<file path="config.mk">
export PLATFORM = sky130hd
export DESIGN_NAME = score_display
export DESIGN_NICKNAME = d
export VERILOG_FILES = /design/src/rtl/score_display_pkg.sv /design/src/rtl/score_display_seg7_decode.sv /design/src/rtl/score_display.sv
export SDC_FILE = /design/constraint.sdc
export NUM_CORES = 1
export LEC_CHECK = 0
export CAP_MARGIN = 20
export CORE_ASPECT_RATIO = 1.1
export CORE_MARGIN = 3
export CORE_UTILIZATION = 34
export DETAILED_ROUTE_END_ITERATION = 16
export PLACE_DENSITY = 0.52
export SETUP_SLACK_MARGIN = 0.15
export SLEW_MARGIN = 20
export SYNTH_ARGS = -nofsm -noshare
export SYNTH_HDL_FRONTEND = slang
export SYNTH_SLANG_ARGS = --single-unit
export TNS_END_PERCENT = 5
</file>
<file path="constraint.sdc">
create_clock -name vga_clk -period 2.4 [get_ports vga_clk]
set_input_delay 0.48 -clock vga_clk [delete_from_list [all_inputs] [get_ports vga_clk]]
set_output_delay 0.48 -clock vga_clk [all_outputs]
set_load 0.01 [all_outputs]
</file>
<file path="src/rtl/score_display_pkg.sv">
// Shared constants for the score display: FSM state codes, conversion length
// and the active-low {g,f,e,d,c,b,a} segment patterns.
package score_display_pkg;

    typedef logic [1:0] state_t;

    localparam state_t ST_IDLE   = 2'd0;
    localparam state_t ST_LOAD   = 2'd1;
    localparam state_t ST_SHIFT  = 2'd2;
    localparam state_t ST_COMMIT = 2'd3;

    // Saturated scores are below 2^14, so 14 shift steps cover every source bit.
    localparam int BCD_ITERS = 14;

    localparam logic [6:0] SEG_BLANK = 7'h7F;

    localparam logic [6:0] SEG_DIGIT [0:9] = '{
        7'b1000000, 7'b1111001, 7'b0100100, 7'b0110000, 7'b0011001,
        7'b0010010, 7'b0000010, 7'b1111000, 7'b0000000, 7'b0010000
    };

endpackage

</file>
<file path="src/rtl/score_display_seg7_decode.sv">
// BCD digit to active-low 7-segment pattern; codes 10-15 show nothing.
module seg7_decode
    import score_display_pkg::*;
(
    input  logic [3:0] bcd,
    output logic [6:0] seg
);

    // NOTE: default assignment first so no path through always_comb infers a latch.
    always_comb begin
        seg = SEG_BLANK;
        if (bcd <= 4'd9) begin
            seg = SEG_DIGIT[bcd];
        end
    end

endmodule

</file>
<file path="src/rtl/score_display.sv">
// Binary score to saturated 4-digit BCD via sequential double-dabble, shown on
// a multiplexed common-anode 7-segment display with leading-zero blanking.
module score_display
    import score_display_pkg::*;
#(
    parameter int unsigned REFRESH_DIV = 25000,
    parameter int unsigned SAT_VALUE   = 9999
) (
    input  logic        vga_clk,
    input  logic        arst_n,
    input  logic [15:0] coin_cnt,
    output logic [6:0]  seg,
    output logic        dp,
    output logic [3:0]  an,
    output logic        busy,
    output logic        overflow
);

    localparam int unsigned    CW        = $clog2(REFRESH_DIV);
    localparam logic [CW-1:0]  CNT_MAX   = CW'(REFRESH_DIV - 1);
    localparam logic [15:0]    SAT16     = 16'(SAT_VALUE);
    localparam logic [3:0]     ITER_LAST = 4'(BCD_ITERS - 1);

    state_t        state_q, state_d;
    logic [15:0]   last_val_q, last_val_d;
    logic [15:0]   src_q, src_d;
    logic [15:0]   scratch_q, scratch_d;
    logic [3:0]    iter_q, iter_d;
    logic          ovf_pend_q, ovf_pend_d;
    logic [15:0]   digits_q, digits_d;
    logic          busy_q, busy_d;
    logic          overflow_q, overflow_d;
    logic [CW-1:0] refresh_cnt_q, refresh_cnt_d;
    logic [1:0]    scan_idx_q, scan_idx_d;
    logic [6:0]    seg_q, seg_d;
    logic [3:0]    an_q, an_d;

    logic [15:0]   sat;
    logic [15:0]   adj;
    logic [3:0]    digit_sel;
    logic          blank;
    logic [6:0]    dec_seg;

    assign sat = (coin_cnt > SAT16) ? SAT16 : coin_cnt;

    always_comb begin
        adj = scratch_q;
        for (int i = 0; i < 4; i++) begin
            if (scratch_q[4*i +: 4] >= 4'd5) begin
                adj[4*i +: 4] = scratch_q[4*i +: 4] + 4'd3;
            end
        end
    end

    always_comb begin
        state_d    = state_q;
        last_val_d = last_val_q;
        src_d      = src_q;
        scratch_d  = scratch_q;
        iter_d     = iter_q;
        ovf_pend_d = ovf_pend_q;
        digits_d   = digits_q;
        busy_d     = busy_q;
        overflow_d = overflow_q;
        case (state_q)
            ST_IDLE: begin
                if (coin_cnt != last_val_q) begin
                    state_d = ST_LOAD;
                    busy_d  = 1'b1;
                end
            end
            ST_LOAD: begin
                // The two always-zero top bits are skipped by pre-shifting.
                src_d      = sat << 2;
                ovf_pend_d = (coin_cnt > SAT16);
                last_val_d = coin_cnt;
                scratch_d  = '0;
                iter_d     = '0;
                state_d    = ST_SHIFT;
            end
            ST_SHIFT: begin
                scratch_d = {adj[14:0], src_q[15]};
                src_d     = {src_q[14:0], 1'b0};
                iter_d    = iter_q + 4'd1;
                if (iter_q == ITER_LAST) begin
                    state_d = ST_COMMIT;
                end
            end
            ST_COMMIT: begin
                digits_d   = scratch_q;
                overflow_d = ovf_pend_q;
                busy_d     = 1'b0;
                state_d    = ST_IDLE;
            end
            default: state_d = ST_IDLE;
        endcase
    end

    always_comb begin
        refresh_cnt_d = refresh_cnt_q + 1'b1;
        scan_idx_d    = scan_idx_q;
        if (refresh_cnt_q == CNT_MAX) begin
            refresh_cnt_d = '0;
            scan_idx_d    = scan_idx_q + 2'd1;
        end
    end

    always_comb begin
        digit_sel = digits_q[{scan_idx_q, 2'b00} +: 4];
        case (scan_idx_q)
            2'd1:    blank = (digits_q[15:4]  == 12'd0);
            2'd2:    blank = (digits_q[15:8]  == 8'd0);
            2'd3:    blank = (digits_q[15:12] == 4'd0);
            default: blank = 1'b0;
        endcase
    end

    seg7_decode u_decode (
        .bcd (digit_sel),
        .seg (dec_seg)
    );

    assign seg_d = blank ? SEG_BLANK : dec_seg;
    assign an_d  = ~(4'b0001 << scan_idx_q);

    // NOTE: sequential state uses non-blocking assignments so every flop samples pre-edge values.
    always_ff @(posedge vga_clk or negedge arst_n) begin
        if (!arst_n) begin
            state_q       <= ST_IDLE;
            last_val_q    <= '0;
            src_q         <= '0;
            scratch_q     <= '0;
            iter_q        <= '0;
            ovf_pend_q    <= 1'b0;
            digits_q      <= '0;
            busy_q        <= 1'b0;
            overflow_q    <= 1'b0;
            refresh_cnt_q <= '0;
            scan_idx_q    <= '0;
            seg_q         <= SEG_BLANK;
            an_q          <= 4'hF;
        end else begin
            state_q       <= state_d;
            last_val_q    <= last_val_d;
            src_q         <= src_d;
            scratch_q     <= scratch_d;
            iter_q        <= iter_d;
            ovf_pend_q    <= ovf_pend_d;
            digits_q      <= digits_d;
            busy_q        <= busy_d;
            overflow_q    <= overflow_d;
            refresh_cnt_q <= refresh_cnt_d;
            scan_idx_q    <= scan_idx_d;
            seg_q         <= seg_d;
            an_q          <= an_d;
        end
    end

    assign seg      = seg_q;
    assign an       = an_q;
    assign dp       = 1'b1;
    assign busy     = busy_q;
    assign overflow = overflow_q;

endmodule
</file>
==> impl_metrics.yaml, run 1 <==
route:
  drc: 0
  route.final.wire_length_microns: 9450
  route.vias.total: 3263
  vias_per_cell: 4.86
  ant_nets: 0
  drt_iter0_drc: 155
  firstDrtPassIters: 4
  wl_per_cell_microns: 14.1
sta:
  finalSetupViolations: 0
  grt_setup_unrepaired: "false"
  min_period_over_period_pct: 85.7
  hold_violations: 0
  fin_setup_tns_ns: 0
  finalClockSkew_ns: 0.00767
  finalMaxSlewViolations: 0
  period_minus_slack_ns: 2.06
  whs_ns: 0.475
  fmax_ghz: 0.486
status:
  status: "complete, no violations"
yosys:
  synth_compound_gate_area_share_pct: 9.53
  synth_top_family_by_area: "multiplexers"
  synth_fp_nets: 485
  synth_area_leaders: "dfrtp_1 45%, mux2_2 8.1%, ha_1 6.7%, dfstp_2 5.9%, xnor2_1 5.4%"
  yosys.area.top_type_share_pct: 45.2
  synth_xor_area_share_pct: 6.66
  async_flop_share_pct: 100
  synth_edf_count: 0
  syn_avg_cell_area_sq_um: 11.0
  post-synth-top-count-cell: "dfrtp_1"
  synth_fa_ha_area_share_pct: 6.68
  synth-simple-area-share_pct: 10.5
  syn_area_sq_um: 4870
  syn_inst: 441
  synth_commonest_cells: "88 x dfrtp_1, 39 x inv_1, 35 x mux2_2"
  synthMuxAreaShare_pct: 10.9
  synth_seq_area_share_pct: 51.2
  yosys_warnings: 0
  synth_seq_cells: 99
  synth_top_cell_by_area: "dfrtp_1"
  synth-main-ff-cell: "dfrtp_1"
  synth.distinct_cells: 46
grt:
  grt_remaining_overflow: 0
  grt_pass1_wl_microns: 16700
  grt_max_degree: 66
  grt_usage_pct: 13.1
  grt_pass1_vias: 3350
  antenna_found_initial: 0
clock_network:
  cts_tree: "built"
  htree_levels: 3
  cts.clk_slew.worst_paths_ns: 0.06
  numCtsBuffers: 9
  cts_sinks: 99
  cts-root-buf: "clkbuf_16"
  insertion_delay_ns: 0.34
  cts_buffer_depth: 2
layout:
  nNetsFinal: 524
  multi_input_area_sq_um: 2160
  num-fill-cells: 1351
  regArea_sq_um: 2490
  num_antenna_cells: 0
  drive_gt1_share_pct: 17.8
  fin_cells: 672
  area_delta_synth_final_pct: 17.8
  fin_util_pct: 41.2
floorplanning:
  initial_core_util_pct: 35.0
  dieHeight_microns: 132
  pin_count: 32
  coreArea_sq_um: 13900
  num_rows: 45
  die_area_sq_um: 15800
  die_x_microns: 120
power:
  pwr-share-seq_pct: 40.5
  switching_share_pct: 34.1
  p_leak_nw: 2.43
  internal_power_mw: 3.93
  combPwrFrac_pct: 37.3
  total_power_mw: 5.97
  cellPowerDensity_nw_per_um2: 1040
  p_sw_mw: 2.04
  ir_worst_vdd_uv: 634
  pwr-share-clk_pct: 22.2
setup_path:
  worstPathMaxFanout: 7
  end_kind: "register"
  cp-start-kind: "register"
  reg2regPathDepth: 7
  arrival_ns: 2.32
  cp.required_ns: 2.66
  critical_path_class: "reg2reg"
placed_design:
  portBuffers: 30
  gp_congestion: 0.794
  place_inst: 656
  dpl.hpwl_microns: 6650
min_path:
  min_path_cells: 1
  hp-class: "reg2reg"
job:
  drv_cap: 0
## metal layers
metal  wire (microns)  vias to the layer above  GRT usage [%]
li1                 -                     1601              -
met1             4550                     1611           17.9
met2             4480                       41           20.4
met3              282                       10           3.10
met4              140                        0           4.58
met5                0                        -              0
## flip-flops by register name, summed over array words and instances, names as in the netlist
signal         count
an                 4
busy               1
digits_q          16
iter_q             4
last_val_q        16
overflow           1
ovf_pend_q         1
refresh_cnt_q     15
scan_idx_q         2
scratch_q         16
seg                7
src_q             14
state_q            2
## worst max-delay path, cell delays in order (launching register included)
cell and delay [ns]:
dfrtp_1 0.48, inv_2 0.13, ha_1 0.18, or4b_1 0.45, o21ai_0 0.17, a21oi_1 0.08, o31a_2 0.38, o21ai_0 0.10
## metrics by stage
step / instance area [sq um] / setup WS [ns]
CTS: 5730 / 0.278
detailed placement: 5460 / 0.0247
floorplan: 4870 / 0.510
finish: 5740 / 0.344
global placement: 5460 / 0.0455
global route: 5740 / 0.200
## final timing paths
path	slack (ns)	start	end
hold / removal	0.48	refresh_cnt_q[0]$_DFF_PN0_	refresh_cnt_q[0]$_DFF_PN0_
setup / recovery	0.34	scan_idx_q[1]$_DFFE_PN0N_	seg[5]$_DFF_PN1_
max in group asynchronous	1.29	arst_n	an[1]$_DFF_PN1_
hold reg to reg	0.48	refresh_cnt_q[0]$_DFF_PN0_	refresh_cnt_q[0]$_DFF_PN0_
min in group asynchronous	0.52	arst_n	scratch_q[1]$_DFFE_PN0P_
setup reg to reg	0.34	scan_idx_q[1]$_DFFE_PN0N_	seg[5]$_DFF_PN1_
## power groups by stage
| stage | sequential, mW | clock [mW] | combinational [mW] |
|---|---|---|---|
| after floorplan | 2.40 | 0 | 1.60 |
| after global placement | 2.44 | 0 | 2.20 |
| after detailed placement | 2.45 | 0 | 2.24 |
| after CTS | 2.43 | 1.38 | 2.25 |
| after global routing | 2.48 | 1.45 | 2.51 |
| final | 2.42 | 1.33 | 2.22 |
## cell families (layout without fill, tap and decap cells)
kind of cell	after synthesis	in the layout
and+or+nand+nor	101	101
DFF	99	99
AOI/OAI and AO/OA	77	77
buffers and inverters	57	100
muxes	43	43
xor gates and xnor gates	37	37
adders and majority gates	26	26
other	1	1
## area by class of cell
type / instances / area share (%)
flip-flops and latches: 99 / 43.5
multi-input cells: 285 / 37.6
repair buffers: 45 / 7.64
clock buffers: 13 / 4.36
well taps: 188 / 4.10
inverters: 40 / 2.62
clock inverters: 2 / 0.218
## cell usage in the layout (no fill, tap or decap), drive strengths merged, types with 6 or more instances in the layout
| master | netlist | layout |
|---|---|---|
| a21oi | 13 | 13 |
| a31oi | 11 | 11 |
| buf | 5 | 15 |
| clkbuf | 12 | 13 |
| clkdlybuf4s50 | 0 | 29 |
| dfrtp | 88 | 88 |
| dfstp | 11 | 11 |
| ha | 26 | 26 |
| inv | 39 | 39 |
| mux2 | 36 | 36 |
| nand2 | 20 | 20 |
| nand2b | 6 | 6 |
| nand3 | 15 | 15 |
| nor2 | 24 | 24 |
| nor3 | 13 | 13 |
| o21ai | 23 | 23 |
| o22ai | 20 | 20 |
| xnor2 | 30 | 30 |
| xor2 | 7 | 7 |
## timing repair
item,4_1_cts,5_1_grt
hold buffers,1,0
setup buffers,0,0
setup endpoints to repair,0,6
gates resized for setup,0,2
endpoints found under the hold margin,9,0
Power figures use the tool's default switching activity.
==> run 2: changes to the inputs <==
--- a/config.mk
+++ b/config.mk
@@ -5,6 +5,7 @@
 export SDC_FILE = /design/constraint.sdc
 export NUM_CORES = 1
 export LEC_CHECK = 0
+export ABC_AREA = 1
 export CAP_MARGIN = 20
 export CORE_ASPECT_RATIO = 1.1
 export CORE_MARGIN = 3
@@ -16,4 +17,4 @@
 export SYNTH_ARGS = -nofsm -noshare
 export SYNTH_HDL_FRONTEND = slang
 export SYNTH_SLANG_ARGS = --single-unit
-export TNS_END_PERCENT = 5
+export TNS_END_PERCENT = 50
==> impl_metrics.yaml, run 2 <==
clock_network:
  cts_buffer_depth: 2
  cts_tree: "built"
  numCtsBuffers: 9
  insertion_delay_ns: 0.35
  cts.clk_slew.worst_paths_ns: 0.07
  cts_sinks: 99
  htree_levels: 3
  cts-root-buf: "clkbuf_16"
sta:
  grt_setup_unrepaired: "false"
  worst_pin_slew_ns: 0.578
  finalMaxSlewViolations: 0
  min_period_over_period_pct: 82.1
  relSlewSlack_pct: 61.4
  fmax_ghz: 0.507
  finalClockSkew_ns: 0.00681
  hold_violations: 0
  finalSetupViolations: 0
  period_minus_slack_ns: 1.97
  fin_setup_tns_ns: 0
route:
  vias_per_cell: 4.74
  ant_nets: 0
  route.final.wire_length_microns: 11300
  route.vias.total: 4101
  firstDrtPassIters: 4
  wl_per_cell_microns: 13.0
  drt_iter0_drc: 312
  drc: 0
setup_path:
  worstPathMaxFanout: 14
  cp_slowest_stage_delay_ns: 0.55
  critPathTopFamily: "adder cells"
  critical_path_class: "reg2reg"
  cp_slowest_cell: "ha_1"
  end_kind: "register"
  cp-start-kind: "register"
  crit_top_cell: "inv_1"
  cp.required_ns: 2.66
  crit_chain: "inv_1, ha_1, nand2_1, inv_1, o21ai_0, o22ai_1"
  arrival_ns: 2.23
  critPathBufInv: 2
grt:
  grt_max_degree: 49
  grt_remaining_overflow: 0
  grt_usage_pct: 14.7
  antenna_found_initial: 0
  grt_pass1_vias: 4140
  grt_pass1_wl_microns: 19500
placed_design:
  dpl.hpwl_microns: 8230
  portBuffers: 30
  placed_area_sq_um: 5710
  gp_congestion: 0.848
yosys:
  syn_inst: 638
  synth_fp_nets: 682
  synth_area_leaders: "dfrtp_1 42%, nand2_1 11%, o21ai_0 7.2%, inv_1 6.4%, ha_1 6.3%"
  synth_seq_cells: 99
  async_flop_share_pct: 100
  synth.distinct_cells: 38
  synth_commonest_cells: "148 x nand2_1, 89 x inv_1, 88 x dfrtp_1"
  post-synth-top-count-cell: "nand2_1"
  yosys.area.top_type_share_pct: 42.5
  synth_seq_area_share_pct: 48.1
  synth_top_cell_by_area: "dfrtp_1"
  yosys_warnings: 0
  syn_avg_cell_area_sq_um: 8.12
  syn_area_sq_um: 5180
  synth-main-ff-cell: "dfrtp_1"
  synth_edf_count: 0
floorplanning:
  initial_core_util_pct: 35.3
  die_x_microns: 124
  coreArea_sq_um: 14700
  pin_count: 32
  die_area_sq_um: 16800
  num_rows: 46
  dieHeight_microns: 136
status:
  status: "complete, no violations"
layout:
  reg_top3: "digits_q: 16 flops, last_val_q: 16 flops, scratch_q: 16 flops"
  num-fill-cells: 1512
  area_delta_synth_final_pct: 15.7
  num_antenna_cells: 0
  multi_input_area_sq_um: 2260
  regArea_sq_um: 2490
  stdcell_area_sq_um: 6000
  nNetsFinal: 713
  final_common_cell: "nand2_1"
  drive_gt1_share_pct: 7.72
  final_cell_mix: "148 x nand2_1, 89 x inv_1, 87 x dfrtp_1"
power:
  cellPowerDensity_nw_per_um2: 953
  p_leak_nw: 2.85
  ir_worst_vdd_uv: 398
min_path:
  hp-class: "in2async"
job:
  drv_cap: 0
run 2: final timing paths:
check / slack, ns / startpoint / cells past startpoint / endpoint
min: 0.03 / arst_n / 1 / refresh_cnt_q[4]$_DFF_PN0_
max reg2reg: 0.43 / state_q[0]$_DFFE_PN0P_ / 6 / scratch_q[15]$_DFFE_PN0P_
max in group asynchronous: 1.68 / arst_n / 2 / last_val_q[3]$_DFFE_PN0N_
min reg2reg: 0.48 / src_q[3]$_DFFE_PN0P_ / 2 / src_q[3]$_DFFE_PN0P_
max: 0.43 / state_q[0]$_DFFE_PN0P_ / 6 / scratch_q[15]$_DFFE_PN0P_
min in group vga_clk: 0.48 / src_q[3]$_DFFE_PN0P_ / 2 / src_q[3]$_DFFE_PN0P_
run 2: kinds of logic after synthesis:
| family | after synthesis | share of synthesized area (%) |
|---|---|---|
| XOR/XNOR | 14 | 2.37 |
| adder cells (fa/ha/maj) | 26 | 6.28 |
| AO/OA/AOI/OAI | 108 | 10.8 |
| AND/OR/NAND/NOR | 279 | 23.8 |
| other | 1 | 0.0723 |
| buffers and inverters | 110 | 8.38 |
| flip-flops | 99 | 48.1 |
| multiplexers | 1 | 0.217 |
run 2: power breakdown:
part           internal (mW)  switching (mW)  leakage [nW]
clock                  0.806           0.631         0.136
combinational          0.724            1.26          1.46
sequential              2.09           0.204          1.26
total                   3.62            2.10          2.85
run 2: final cells by class:
type                            count  area share [%]
Clock buffer                       11            3.88
Clock inverter                      5           0.918
Inverter                           93            5.91
Multi-Input combinational cell    429            37.7
Sequential cell                    99            41.6
Tap cell                          192            4.01
Timing Repair Buffer               37            6.05
run 2: layer usage:
layer	global-route usage (%)	wire length, microns	up-vias
li1	-	-	2101
met4	6.03	266	0
met1	18.7	5270	1923
met5	0	0	-
met2	24.3	5400	59
met3	2.76	331	18
run 2: what timing repair did:
| item | 4_1_cts | 5_1_grt |
|---|---|---|
| endpoints found under the setup margin | 0 | 4 |
| hold buffers | 0 | 0 |
| gates resized for setup | 0 | 1 |
| setup buffers | 0 | 0 |
| endpoints found under the hold margin | 0 | 0 |
run 2: through the flow:
stage / std cells / hold WS [ns] / power (mW) / utilization (%) / setup WS, ns
CTS: 866 / 0.0374 / 5.80 / 40.8 / 0.395
detailed placement: 850 / 0.413 / 4.33 / 38.9 / 0.361
finish: 866 / 0.0311 / 5.71 / 40.9 / 0.429
floorplan: 638 / 0.184 / 3.66 / - / 0.777
global route: 866 / 0.0465 / 6.24 / 40.9 / 0.188
global placement: 850 / 0.412 / 4.27 / 38.9 / 0.413
==> run 3: changes to the inputs <==
--- a/config.mk
+++ b/config.mk
@@ -11,7 +11,7 @@
 export CORE_MARGIN = 3
 export CORE_UTILIZATION = 34
 export DETAILED_ROUTE_END_ITERATION = 16
-export PLACE_DENSITY = 0.52
+export PLACE_DENSITY = 0.53
 export SETUP_SLACK_MARGIN = 0.15
 export SLEW_MARGIN = 20
 export SYNTH_ARGS = -nofsm -noshare
==> constraint.sdc (replaced) <==
create_clock -name vga_clk -period 1.79 [get_ports vga_clk]
set_input_delay 0.358 -clock vga_clk [delete_from_list [all_inputs] [get_ports vga_clk]]
set_output_delay 0.358 -clock vga_clk [all_outputs]
set_load 0.01 [all_outputs]
==> impl_metrics.yaml, run 3 (same netlist as run 2, synthesis figures left out) <==
route:
  ant_nets: 0
  wl_met2_microns: 5870
  vias_per_cell: 4.71
  dr_wl_met3_microns: 328
  drc: 0
  firstDrtPassIters: 4
  wl_met1_microns: 5030
  wl_per_cell_microns: 12.7
  route.final.wire_length_microns: 11400
  route.vias.total: 4246
  drt_iter0_drc: 227
  top_layer_used: "met4"
floorplanning:
  die_x_microns: 124
  die_area_sq_um: 16800
  dieHeight_microns: 136
  initial_core_util_pct: 35.3
  coreArea_sq_um: 14700
  num_rows: 46
  pin_count: 32
power:
  combPwrFrac_pct: 38.1
  pwr-share-clk_pct: 24.1
  p_sw_mw: 2.94
  internal_power_mw: 5.16
  total_power_mw: 8.10
  cellPowerDensity_nw_per_um2: 1240
  ir_worst_vdd_uv: 623
  p_leak_nw: 3.17
  pwr-share-seq_pct: 37.8
  switching_share_pct: 36.3
status:
  status: "complete, no violations"
layout:
  reg_top3: "digits_q: 16 flops, last_val_q: 16 flops, scratch_q: 16 flops"
  fin_cells: 901
  nNetsFinal: 748
  fin_util_pct: 44.6
  num_antenna_cells: 0
  final_common_cell: "nand2_1"
  regArea_sq_um: 2490
  num-fill-cells: 1462
  stdcell_area_sq_um: 6540
  final_cell_mix: "143 x nand2_1, 87 x dfrtp_1, 83 x inv_1"
  multi_input_area_sq_um: 2500
  drive_gt1_share_pct: 18.3
  area_delta_synth_final_pct: 26.2
grt:
  grt_max_degree: 39
  grt_pass1_wl_microns: 19100
  grt_remaining_overflow: 0
  grt_usage_pct: 14.3
  grt_pass1_vias: 4166
  antenna_found_initial: 0
sta:
  hold_violations: 0
  grt_setup_unrepaired: "true"
  min_period_over_period_pct: 92.8
  period_minus_slack_ns: 1.66
  finalMaxSlewViolations: 0
  finalSetupViolations: 0
  finalClockSkew_ns: 0.00682
  fmax_ghz: 0.602
setup_path:
  cp-start-kind: "register"
  reg2regPathDepth: 10
  crit_top_cell: "nand3_2"
  reg2reg_from: "scan_idx_q[0]$_DFFE_PN0N_"
  critical_path_class: "reg2reg"
  cp.required_ns: 2.06
  end_kind: "register"
  crit_chain: "clkinv_4, buf_6, buf_6, nand2_1, nand3_2, nand2_4, inv_2, or2_4, nand3_2, nand3_2"
  r2r-end: "seg[0]$_DFF_PN1_"
  arrival_ns: 1.93
  cp_slowest_stage_delay_ns: 0.47
  cp_slowest_cell: "dfrtp_2"
  r2r_slack_ns: 0.13
  worstPathMaxFanout: 7
clock_network:
  htree_levels: 3
  cts_sinks: 99
  cts.clk_slew.worst_paths_ns: 0.07
  cts_buffer_depth: 2
  insertion_delay_ns: 0.35
  numCtsBuffers: 9
  cts_tree: "built"
  cts-root-buf: "clkbuf_16"
placed_design:
  place_inst: 871
  portBuffers: 30
  placed_area_sq_um: 5880
  dpl.hpwl_microns: 8090
  gp_congestion: 0.834
min_path:
  hp-class: "in2async"
job:
  drv_cap: 0
[run 3: changes by cell type in the layout (fill, tap and decap cells not counted), moves of 7 or more]
cell	change
dlygate4sd2_1	+7
clkdlybuf4s50_1	-11
nand3_1	-15
ha_1	-7
nand3_2	+13
buf_4	+29
[run 3: what timing repair did]
action,4_1_cts,5_1_grt
setup buffers,3,10
hold endpoints to repair,13,0
hold buffers,1,0
gates resized for setup,25,57
pin swaps,6,21
endpoints found under the setup margin,28,49
[run 3: final cells by class]
cell class | instances | share of cell area (%)
Clock inverter | 5 | 0.803
Tap cell | 192 | 3.67
Clock buffer | 11 | 3.71
Timing Repair Buffer | 72 | 10.0
Inverter | 93 | 5.41
Sequential cell | 99 | 38.1
Multi-Input combinational cell | 429 | 38.3
[run 3: worst max-delay path by stage]
| stage | slack [ns] | from | cells after the start | to |
|---|---|---|---|---|
| detailed placement | -0.17 | scan_idx_q[0]$_DFFE_PN0N_ | 9 | seg[4]$_DFF_PN1_ |
| global route | 0.04 | scan_idx_q[0]$_DFFE_PN0N_ | 10 | seg[0]$_DFF_PN1_ |
| finish | 0.13 | scan_idx_q[0]$_DFFE_PN0N_ | 10 | seg[0]$_DFF_PN1_ |
| global placement | -0.15 | scan_idx_q[0]$_DFFE_PN0N_ | 8 | seg[6]$_DFF_PN1_ |
| CTS | 0.04 | an[0]$_DFF_PN1_ | 1 | an[0] |
| floorplan | 0.17 | scan_idx_q[1]$_DFFE_PN0N_ | 9 | seg[4]$_DFF_PN1_ |
[run 3: worst max-delay path: cells and delay by family, from the launching register on]
family                 cells  cell delay (ns)
buffers and inverters      4             0.45
flip-flops                 1             0.47
AND/OR/NAND/NOR            6             0.67
[run 3: power groups by stage]
stage                     Clock (mW)  Combinational, mW  Sequential, mW
final                           1.95               3.08            3.06
after global routing            2.13               3.53            3.13
after CTS                       2.03               2.84            3.07
after detailed placement           0               2.78            3.11
after global placement             0               2.75            3.10
after floorplan                    0               1.83            3.08
[run 3: per-layer routing]
| metal | vias to the layer above | track usage [%] |
|---|---|---|
| met5 | - | 0 |
| met1 | 2002 | 17.7 |
| met4 | 0 | 5.48 |
| met2 | 53 | 24.5 |
| li1 | 2176 | - |
| met3 | 15 | 2.63 |
[run 3: stage by stage]
stage | setup WS [ns] | hold slack [ns] | setup TNS, ns
finish | 0.128 | 0.466 | 0
CTS | 0.0356 | 0.464 | 0
global route | 0.0416 | 0.491 | 0
detailed placement | -0.173 | 0.301 | -1.34
global placement | -0.154 | 0.300 | -1.13
floorplan | 0.167 | 0.0624 | 0
